`src/rtl/rnd_share_arbiter_if.sv`:
```
// Bundle of requester, rounder and result signals for the shared FP rounder arbiter.
// The slave view belongs to the arbiter, and the master view belongs to its environment.
interface rnd_share_arbiter_if #(
  parameter int NUM_REQ = 2,
  parameter int TAG_W   = 4,
  parameter int SRC_W   = (NUM_REQ > 1) ? $clog2(NUM_REQ) : 1
);
  logic                     flush_i;
  logic [1:0]               rm_i;
  logic [NUM_REQ-1:0]       req_valid_i;
  logic [NUM_REQ-1:0]       req_ready_o;
  logic [NUM_REQ-1:0]       req_sign_i;
  logic [NUM_REQ*31-1:0]    req_value_i;
  logic [NUM_REQ*2-1:0]     req_guard_i;
  logic [NUM_REQ*TAG_W-1:0] req_tag_i;
  logic                     rnd_sign_o;
  logic [30:0]              rnd_value_o;
  logic [1:0]               rnd_guard_o;
  logic [1:0]               rnd_mode_o;
  logic [31:0]              rnd_result_i;
  logic                     rnd_inf_i;
  logic                     res_valid_o;
  logic                     res_ready_i;
  logic [31:0]              res_data_o;
  logic                     res_sign_o;
  logic                     res_inf_o;
  logic [SRC_W-1:0]         res_src_o;
  logic [TAG_W-1:0]         res_tag_o;
  logic                     busy_o;

  modport slave (
    input  flush_i, rm_i, req_valid_i, req_sign_i, req_value_i, req_guard_i, req_tag_i,
    input  rnd_result_i, rnd_inf_i, res_ready_i,
    output req_ready_o, rnd_sign_o, rnd_value_o, rnd_guard_o, rnd_mode_o,
    output res_valid_o, res_data_o, res_sign_o, res_inf_o, res_src_o, res_tag_o, busy_o
  );

  modport master (
    output flush_i, rm_i, req_valid_i, req_sign_i, req_value_i, req_guard_i, req_tag_i,
    output rnd_result_i, rnd_inf_i, res_ready_i,
    input  req_ready_o, rnd_sign_o, rnd_value_o, rnd_guard_o, rnd_mode_o,
    input  res_valid_o, res_data_o, res_sign_o, res_inf_o, res_src_o, res_tag_o, busy_o
  );
endinterface

```
`src/rtl/rnd_share_arbiter.sv`:
```
// Round-robin arbiter sharing one combinational FP rounder among NUM_REQ producers.
// S1 holds the winning operand and feeds the rounder, and S2 captures the rounded result.
module rnd_share_arbiter #(
  parameter int NUM_REQ = 2,
  parameter int TAG_W   = 4,
  parameter int SRC_W   = (NUM_REQ > 1) ? $clog2(NUM_REQ) : 1
) (
  input logic                clk_i,
  input logic                rst_ni,
  rnd_share_arbiter_if.slave bus
);
  logic             vld_p1, vld_p2;
  logic [SRC_W-1:0] last;
  logic [SRC_W-1:0] win, cand;
  logic             found, grant, s2_take, s1_free;

  logic             sign_p1;
  logic [30:0]      value_p1;
  logic [1:0]       guard_p1;
  logic [1:0]       mode_p1;
  logic [TAG_W-1:0] tag_p1;
  logic [SRC_W-1:0] src_p1;

  logic [31:0]      data_p2;
  logic             inf_p2;
  logic             sign_p2;
  logic [TAG_W-1:0] tag_p2;
  logic [SRC_W-1:0] src_p2;

  assign s2_take = vld_p1 & (~vld_p2 | bus.res_ready_i);
  assign s1_free = ~vld_p1 | s2_take;

  // Scan downward so that the nearest valid requester after last is the one kept.
  always_comb begin
    win   = '0;
    cand  = '0;
    found = 1'b0;
    for (int k = NUM_REQ; k >= 1; k--) begin
      cand = SRC_W'((int'(last) + k) % NUM_REQ);
      if (bus.req_valid_i[cand]) begin
        win   = cand;
        found = 1'b1;
      end
    end
  end

  assign grant = found & s1_free & ~bus.flush_i;

  always_comb begin
    bus.req_ready_o = '0;
    if (grant) bus.req_ready_o[win] = 1'b1;
  end

  always_ff @(posedge clk_i or negedge rst_ni) begin
    if (!rst_ni) begin
      vld_p1 <= 1'b0;
      vld_p2 <= 1'b0;
      last   <= SRC_W'(NUM_REQ - 1);
    end else if (bus.flush_i) begin
      vld_p1 <= 1'b0;
      vld_p2 <= 1'b0;
    end else begin
      vld_p1 <= grant | (vld_p1 & ~s2_take);
      vld_p2 <= s2_take | (vld_p2 & ~bus.res_ready_i);
      if (grant) last <= win;
    end
  end

  // ---- Stage S1: the registered winner drives the external rounder ----
  always_ff @(posedge clk_i or negedge rst_ni) begin
    if (!rst_ni) begin
      sign_p1  <= 1'b0;
      value_p1 <= '0;
      guard_p1 <= '0;
      mode_p1  <= '0;
      tag_p1   <= '0;
      src_p1   <= '0;
    end else if (grant) begin
      sign_p1  <= bus.req_sign_i[win];
      value_p1 <= bus.req_value_i[31*win +: 31];
      guard_p1 <= bus.req_guard_i[2*win +: 2];
      mode_p1  <= bus.rm_i;
      tag_p1   <= bus.req_tag_i[TAG_W*win +: TAG_W];
      src_p1   <= win;
    end
  end

  assign bus.rnd_sign_o  = sign_p1;
  assign bus.rnd_value_o = value_p1;
  assign bus.rnd_guard_o = guard_p1;
  assign bus.rnd_mode_o  = mode_p1;

  // ---- Stage S2: captures the rounder output and holds it until consumed ----
  always_ff @(posedge clk_i or negedge rst_ni) begin
    if (!rst_ni) begin
      data_p2 <= '0;
      inf_p2  <= 1'b0;
      sign_p2 <= 1'b0;
      tag_p2  <= '0;
      src_p2  <= '0;
    end else if (s2_take) begin
      data_p2 <= bus.rnd_result_i;
      inf_p2  <= bus.rnd_inf_i;
      sign_p2 <= sign_p1;
      tag_p2  <= tag_p1;
      src_p2  <= src_p1;
    end
  end

  assign bus.res_valid_o = vld_p2;
  assign bus.res_data_o  = data_p2;
  assign bus.res_inf_o   = inf_p2;
  assign bus.res_sign_o  = sign_p2;
  assign bus.res_tag_o   = tag_p2;
  assign bus.res_src_o   = src_p2;
  assign bus.busy_o      = vld_p1 | vld_p2;
endmodule

```
`src/flat_wrapper.sv`:
```
// flat-port wrapper written by rule: the top's interface ports become plain ports
module rnd_share_arbiter_flat 
#(
  parameter int NUM_REQ = 2,
  parameter int TAG_W   = 4,
  parameter int SRC_W   = (NUM_REQ > 1) ? $clog2(NUM_REQ) : 1
)
  (clk_i, rst_ni, bus_flush_i, bus_rm_i, bus_req_valid_i, bus_req_sign_i, bus_req_value_i, bus_req_guard_i, bus_req_tag_i, bus_rnd_result_i, bus_rnd_inf_i, bus_res_ready_i, bus_req_ready_o, bus_rnd_sign_o, bus_rnd_value_o, bus_rnd_guard_o, bus_rnd_mode_o, bus_res_valid_o, bus_res_data_o, bus_res_sign_o, bus_res_inf_o, bus_res_src_o, bus_res_tag_o, bus_busy_o);
  rnd_share_arbiter_if #(.NUM_REQ(NUM_REQ), .TAG_W(TAG_W), .SRC_W(SRC_W)) bus_i ();
  input logic clk_i;
  input logic rst_ni;
  input wire logic [$bits(bus_i.flush_i)-1:0] bus_flush_i;
  input wire logic [$bits(bus_i.rm_i)-1:0] bus_rm_i;
  input wire logic [$bits(bus_i.req_valid_i)-1:0] bus_req_valid_i;
  input wire logic [$bits(bus_i.req_sign_i)-1:0] bus_req_sign_i;
  input wire logic [$bits(bus_i.req_value_i)-1:0] bus_req_value_i;
  input wire logic [$bits(bus_i.req_guard_i)-1:0] bus_req_guard_i;
  input wire logic [$bits(bus_i.req_tag_i)-1:0] bus_req_tag_i;
  input wire logic [$bits(bus_i.rnd_result_i)-1:0] bus_rnd_result_i;
  input wire logic [$bits(bus_i.rnd_inf_i)-1:0] bus_rnd_inf_i;
  input wire logic [$bits(bus_i.res_ready_i)-1:0] bus_res_ready_i;
  output wire logic [$bits(bus_i.req_ready_o)-1:0] bus_req_ready_o;
  output wire logic [$bits(bus_i.rnd_sign_o)-1:0] bus_rnd_sign_o;
  output wire logic [$bits(bus_i.rnd_value_o)-1:0] bus_rnd_value_o;
  output wire logic [$bits(bus_i.rnd_guard_o)-1:0] bus_rnd_guard_o;
  output wire logic [$bits(bus_i.rnd_mode_o)-1:0] bus_rnd_mode_o;
  output wire logic [$bits(bus_i.res_valid_o)-1:0] bus_res_valid_o;
  output wire logic [$bits(bus_i.res_data_o)-1:0] bus_res_data_o;
  output wire logic [$bits(bus_i.res_sign_o)-1:0] bus_res_sign_o;
  output wire logic [$bits(bus_i.res_inf_o)-1:0] bus_res_inf_o;
  output wire logic [$bits(bus_i.res_src_o)-1:0] bus_res_src_o;
  output wire logic [$bits(bus_i.res_tag_o)-1:0] bus_res_tag_o;
  output wire logic [$bits(bus_i.busy_o)-1:0] bus_busy_o;
  assign bus_i.flush_i = bus_flush_i;
  assign bus_i.rm_i = bus_rm_i;
  assign bus_i.req_valid_i = bus_req_valid_i;
  assign bus_i.req_sign_i = bus_req_sign_i;
  assign bus_i.req_value_i = bus_req_value_i;
  assign bus_i.req_guard_i = bus_req_guard_i;
  assign bus_i.req_tag_i = bus_req_tag_i;
  assign bus_i.rnd_result_i = bus_rnd_result_i;
  assign bus_i.rnd_inf_i = bus_rnd_inf_i;
  assign bus_i.res_ready_i = bus_res_ready_i;
  assign bus_req_ready_o = bus_i.req_ready_o;
  assign bus_rnd_sign_o = bus_i.rnd_sign_o;
  assign bus_rnd_value_o = bus_i.rnd_value_o;
  assign bus_rnd_guard_o = bus_i.rnd_guard_o;
  assign bus_rnd_mode_o = bus_i.rnd_mode_o;
  assign bus_res_valid_o = bus_i.res_valid_o;
  assign bus_res_data_o = bus_i.res_data_o;
  assign bus_res_sign_o = bus_i.res_sign_o;
  assign bus_res_inf_o = bus_i.res_inf_o;
  assign bus_res_src_o = bus_i.res_src_o;
  assign bus_res_tag_o = bus_i.res_tag_o;
  assign bus_busy_o = bus_i.busy_o;
  rnd_share_arbiter #(.NUM_REQ(NUM_REQ), .TAG_W(TAG_W), .SRC_W(SRC_W)) u_core (.clk_i(clk_i), .rst_ni(rst_ni), .bus(bus_i));
endmodule
```
`config.mk`:
```
export PLATFORM = sky130hd
export DESIGN_NAME = rnd_share_arbiter_flat
export DESIGN_NICKNAME = d
export VERILOG_FILES = /design/src/rtl/rnd_share_arbiter_if.sv /design/src/rtl/rnd_share_arbiter.sv /design/src/flat_wrapper.sv
export SDC_FILE = /design/constraint.sdc
export NUM_CORES = 1
export LEC_CHECK = 0
export BUFFER_PORTS_ARGS = -buffer_cell sky130_fd_sc_hd__buf_2
export CORE_ASPECT_RATIO = 0.6
export CORE_UTILIZATION = 45
export DETAILED_ROUTE_END_ITERATION = 10
export GPL_TIMING_DRIVEN = 0
export HOLD_SLACK_MARGIN = 0.08
export PLACE_DENSITY = 0.87
export REMOVE_ABC_BUFFERS = 1
export SLEW_MARGIN = 20
export SYNTH_ARGS = -nofsm -noshare
export SYNTH_HDL_FRONTEND = slang
export SYNTH_SLANG_ARGS = --single-unit
```
`constraint.sdc`:
```
create_clock -name clk_i -period 4.8 [get_ports clk_i]
set_clock_uncertainty 0.05 [all_clocks]
set_input_delay 0.48 -clock clk_i [delete_from_list [all_inputs] [get_ports clk_i]]
set_output_delay 0.48 -clock clk_i [all_outputs]
set_load 0.01 [all_outputs]
```
==> metrics.txt <==
H-tree lvl count=3; Static Leak=~2.5 nW; Die Width=117.4 um; largest family of logic cells by synthesized area=multiplexers; final hold violation count=0; Worst Hold Class=primary input to asynchronous set/reset pin; Max Clock Freq=around 360 MHz; VDD IR max=approximately 0.33 mV; die area=approximately 8400 um^2; Worst Path Required=4.27 ns; Worst R2R Start=u_core.vld_p1; clock tree sinks=83; kind of critical path=flop to primary output; worst path arrival time=2.22 ns; postcts setup bufs=0; cell with the most instances after synthesis=mux2_2; Avg Cell Area, Syn=between 15 and 20 um^2; Finished Layout Cells=535; DR iter-0 viols=52; Netlist Area Pre-Place=3593 um^2; relative slew slack=0.6077; drt wl/cell=approximately 15 um; DRC viols=0; gr busiest metal=met2; final setup margin=2.048 ns; initial antenna violation count=0; pre-CTS setup slack=2.214 ns; placed instance count=520; clock transition at the registers of the reported paths=around 0.06 ns; post-synthesis adder-cell area fraction=0; Synth top cells by count=116 x mux2_2, 82 x dfrtp_1, 7 x buf_2, 4 x buf_6, 4 x nor2_1; xor and xnor area share after synthesis=0; Synth Area in Compound Gates=0.003134; Tcrit/Tclk final=0.5734; Clock power frac=0.345; PD cells=412.8 nW/um^2; R2R cell count=6; GRT Residual Overflow=0; fin area=5059 um^2; Setup crit end=bus_req_ready_o[1]; r2r endpoint=u_core.bus.rnd_value_o[4]; sequential-to-total area share from yosys stat=0.5783; Synth top area share=0.5710; actual slew at the worst max-slew pin=0.5870 ns; Crit. Startpoint=u_core.vld_p1; synth unique cells=17; clk root buf=clkbuf_16; Core Area=7477 um^2; Num CTS Buffers=9; DP Wirelength=6.237 mm; worst-path maximum fanout=18; Top Ports=196; Post-synth EDFFs=0; synthesized flop and latch total=83; num rows=24; fin util=0.6765; GR Util met2=0.3458; Worst setup SP type=flop; fillcell total=531; simple-gate share of the synthesized area=0.02124; fin. max-slew vios=0; Hold Slack=0.07706 ns; Placer Congestion=0.7725; Post-CTS Hold Fix Bufs=0; Int Power=1.559 mW; Area Overhead vs Synth=40.77%; Final nets=between 500 and 600; number of routed nets with antenna violations=0; Synth async-reset ratio=1.000; Final min period=2.752 ns; YS warnings=0; share of layout cells above drive strength 1=0.7796; routed wire length=7.983 mm; Buffers on Ports=approximately 200; Top FF cell, synth=dfrtp_1; First-pass DRT Iterations=4; grt met3 use=0.07962; post-synthesis mux area share=0.3729; kind of end point of the critical path=primary output; CTS tree=yes; clock buffer depth=2; Die Y-Extent=71.22 um; vias per std cell=4.802; TNS Setup=0 ns; outcome=finished clean; Tot Pwr=between 2 and 2.5 mW; placed cell area=4741 um^2; total track usage=0.2079; antenna fix cells=0; cell taking the most area after synthesis=dfrtp_1; cts repair resizes=0; vias in the first global route=2808; Area contributors post-synth=dfrtp_1 57%, mux2_2 36%, buf_6 1.3%; switching pwr=0.5295 mW; Final Setup Violations=0; largest net degree at the start of global routing=43; R2R Setup Slk=around 2.6 ns; RSZ-0062 raised after global routing=no; max-cap viol count=0; Post-Syn Instances=227; met1 Use GR=0.2508; Vias=2569; combinational power share=0.229; sequential share of power=0.426; Sw Ratio=0.2536; Worst-Skew Late Latency=0.33 ns; initial core utilization=0.4806; first-pass GRT wire length=13.41 mm
registers in the layout, indices dropped and copies added, names as in the netlist:
name and count:
u_core.src_p1 1, u_core.bus.res_sign_o 1, u_core.tag_p1 4, u_core.bus.res_valid_o 1, u_core.bus.res_inf_o 1, u_core.last 1
u_core.bus.rnd_guard_o 2, u_core.bus.rnd_value_o 31, u_core.bus.res_tag_o 4, u_core.vld_p1 1, u_core.bus.rnd_mode_o 2, u_core.bus.rnd_sign_o 1
u_core.bus.res_data_o 32, u_core.bus.res_src_o 1
routing by layer:
layer | wire length (um) | vias up | part of all wire
li1 | - | 1221 | -
met1 | 3444 | 1219 | 0.43
met2 | 3778 | 120 | 0.47
met3 | 650 | 9 | 0.081
met4 | 109 | 0 | 0.014
met5 | 0 | - | 0
area by class of cell:
cell class                      count  area (um^2)  share of cell area
Tap cell                          104        130.1             0.02572
Timing Repair Buffer              201         1095              0.2164
Clock inverter                      4        75.07             0.01484
Clock buffer                       11        242.7             0.04798
Multi-Input combinational cell    132         1438              0.2842
Sequential cell                    83         2078              0.4108
how the worst min path moves through the flow:
stage | startpoint | end | slack [ns]
floorplan | rst_ni | u_core.bus.res_data_o[0] | 0.13
global placement | u_core.bus.rnd_mode_o[1] | u_core.bus.rnd_mode_o[1] | 0.42
global route | rst_ni | u_core.bus.rnd_value_o[2] | 0.12
detailed placement | u_core.bus.rnd_mode_o[1] | u_core.bus.rnd_mode_o[1] | 0.43
CTS | rst_ni | u_core.bus.rnd_value_o[2] | 0.1
finish | rst_ni | u_core.bus.rnd_value_o[2] | 0.08
cell families (layout without fill, tap and decap cells):
group,count (synthesis),count (layout)
flops,83,83
simple gates,12,12
compound gates,1,1
mux,119,119
buf+inv,12,216
power groups by stage:
stage	registers [mW]	clock network [mW]	logic, mW
after floorplan	0.954	0	0.189
after global placement	0.891	0	0.456
after detailed placement	0.902	0	0.485
after CTS	0.891	0.743	0.487
after global routing	0.908	0.769	0.517
final	0.890	0.721	0.477
layout by cell type, fill, tap and decap left out, drive strengths merged:
cell type,netlist,layout
buf,12,201
mux2,119,119
dfrtp,82,82
clkbuf,0,11
nor2,4,4
clkinvlp,0,2
bufinv,0,2
nor3,2,2
and3b,1,1
a21boi,1,1
nor4,1,1
or2,1,1
nor2b,1,1
and2,1,1
nand2b,1,1
dfstp,1,1
worst max-delay path, stage by stage, from the launching register on:
cell     delay, ns
dfrtp_1       0.40
and3b_1       0.24
nor3_4        0.42
buf_6         0.22
buf_8         0.16
buf_8         0.19
and2_1        0.14
buf_2         0.12
(Power assumes the default switching activity.)
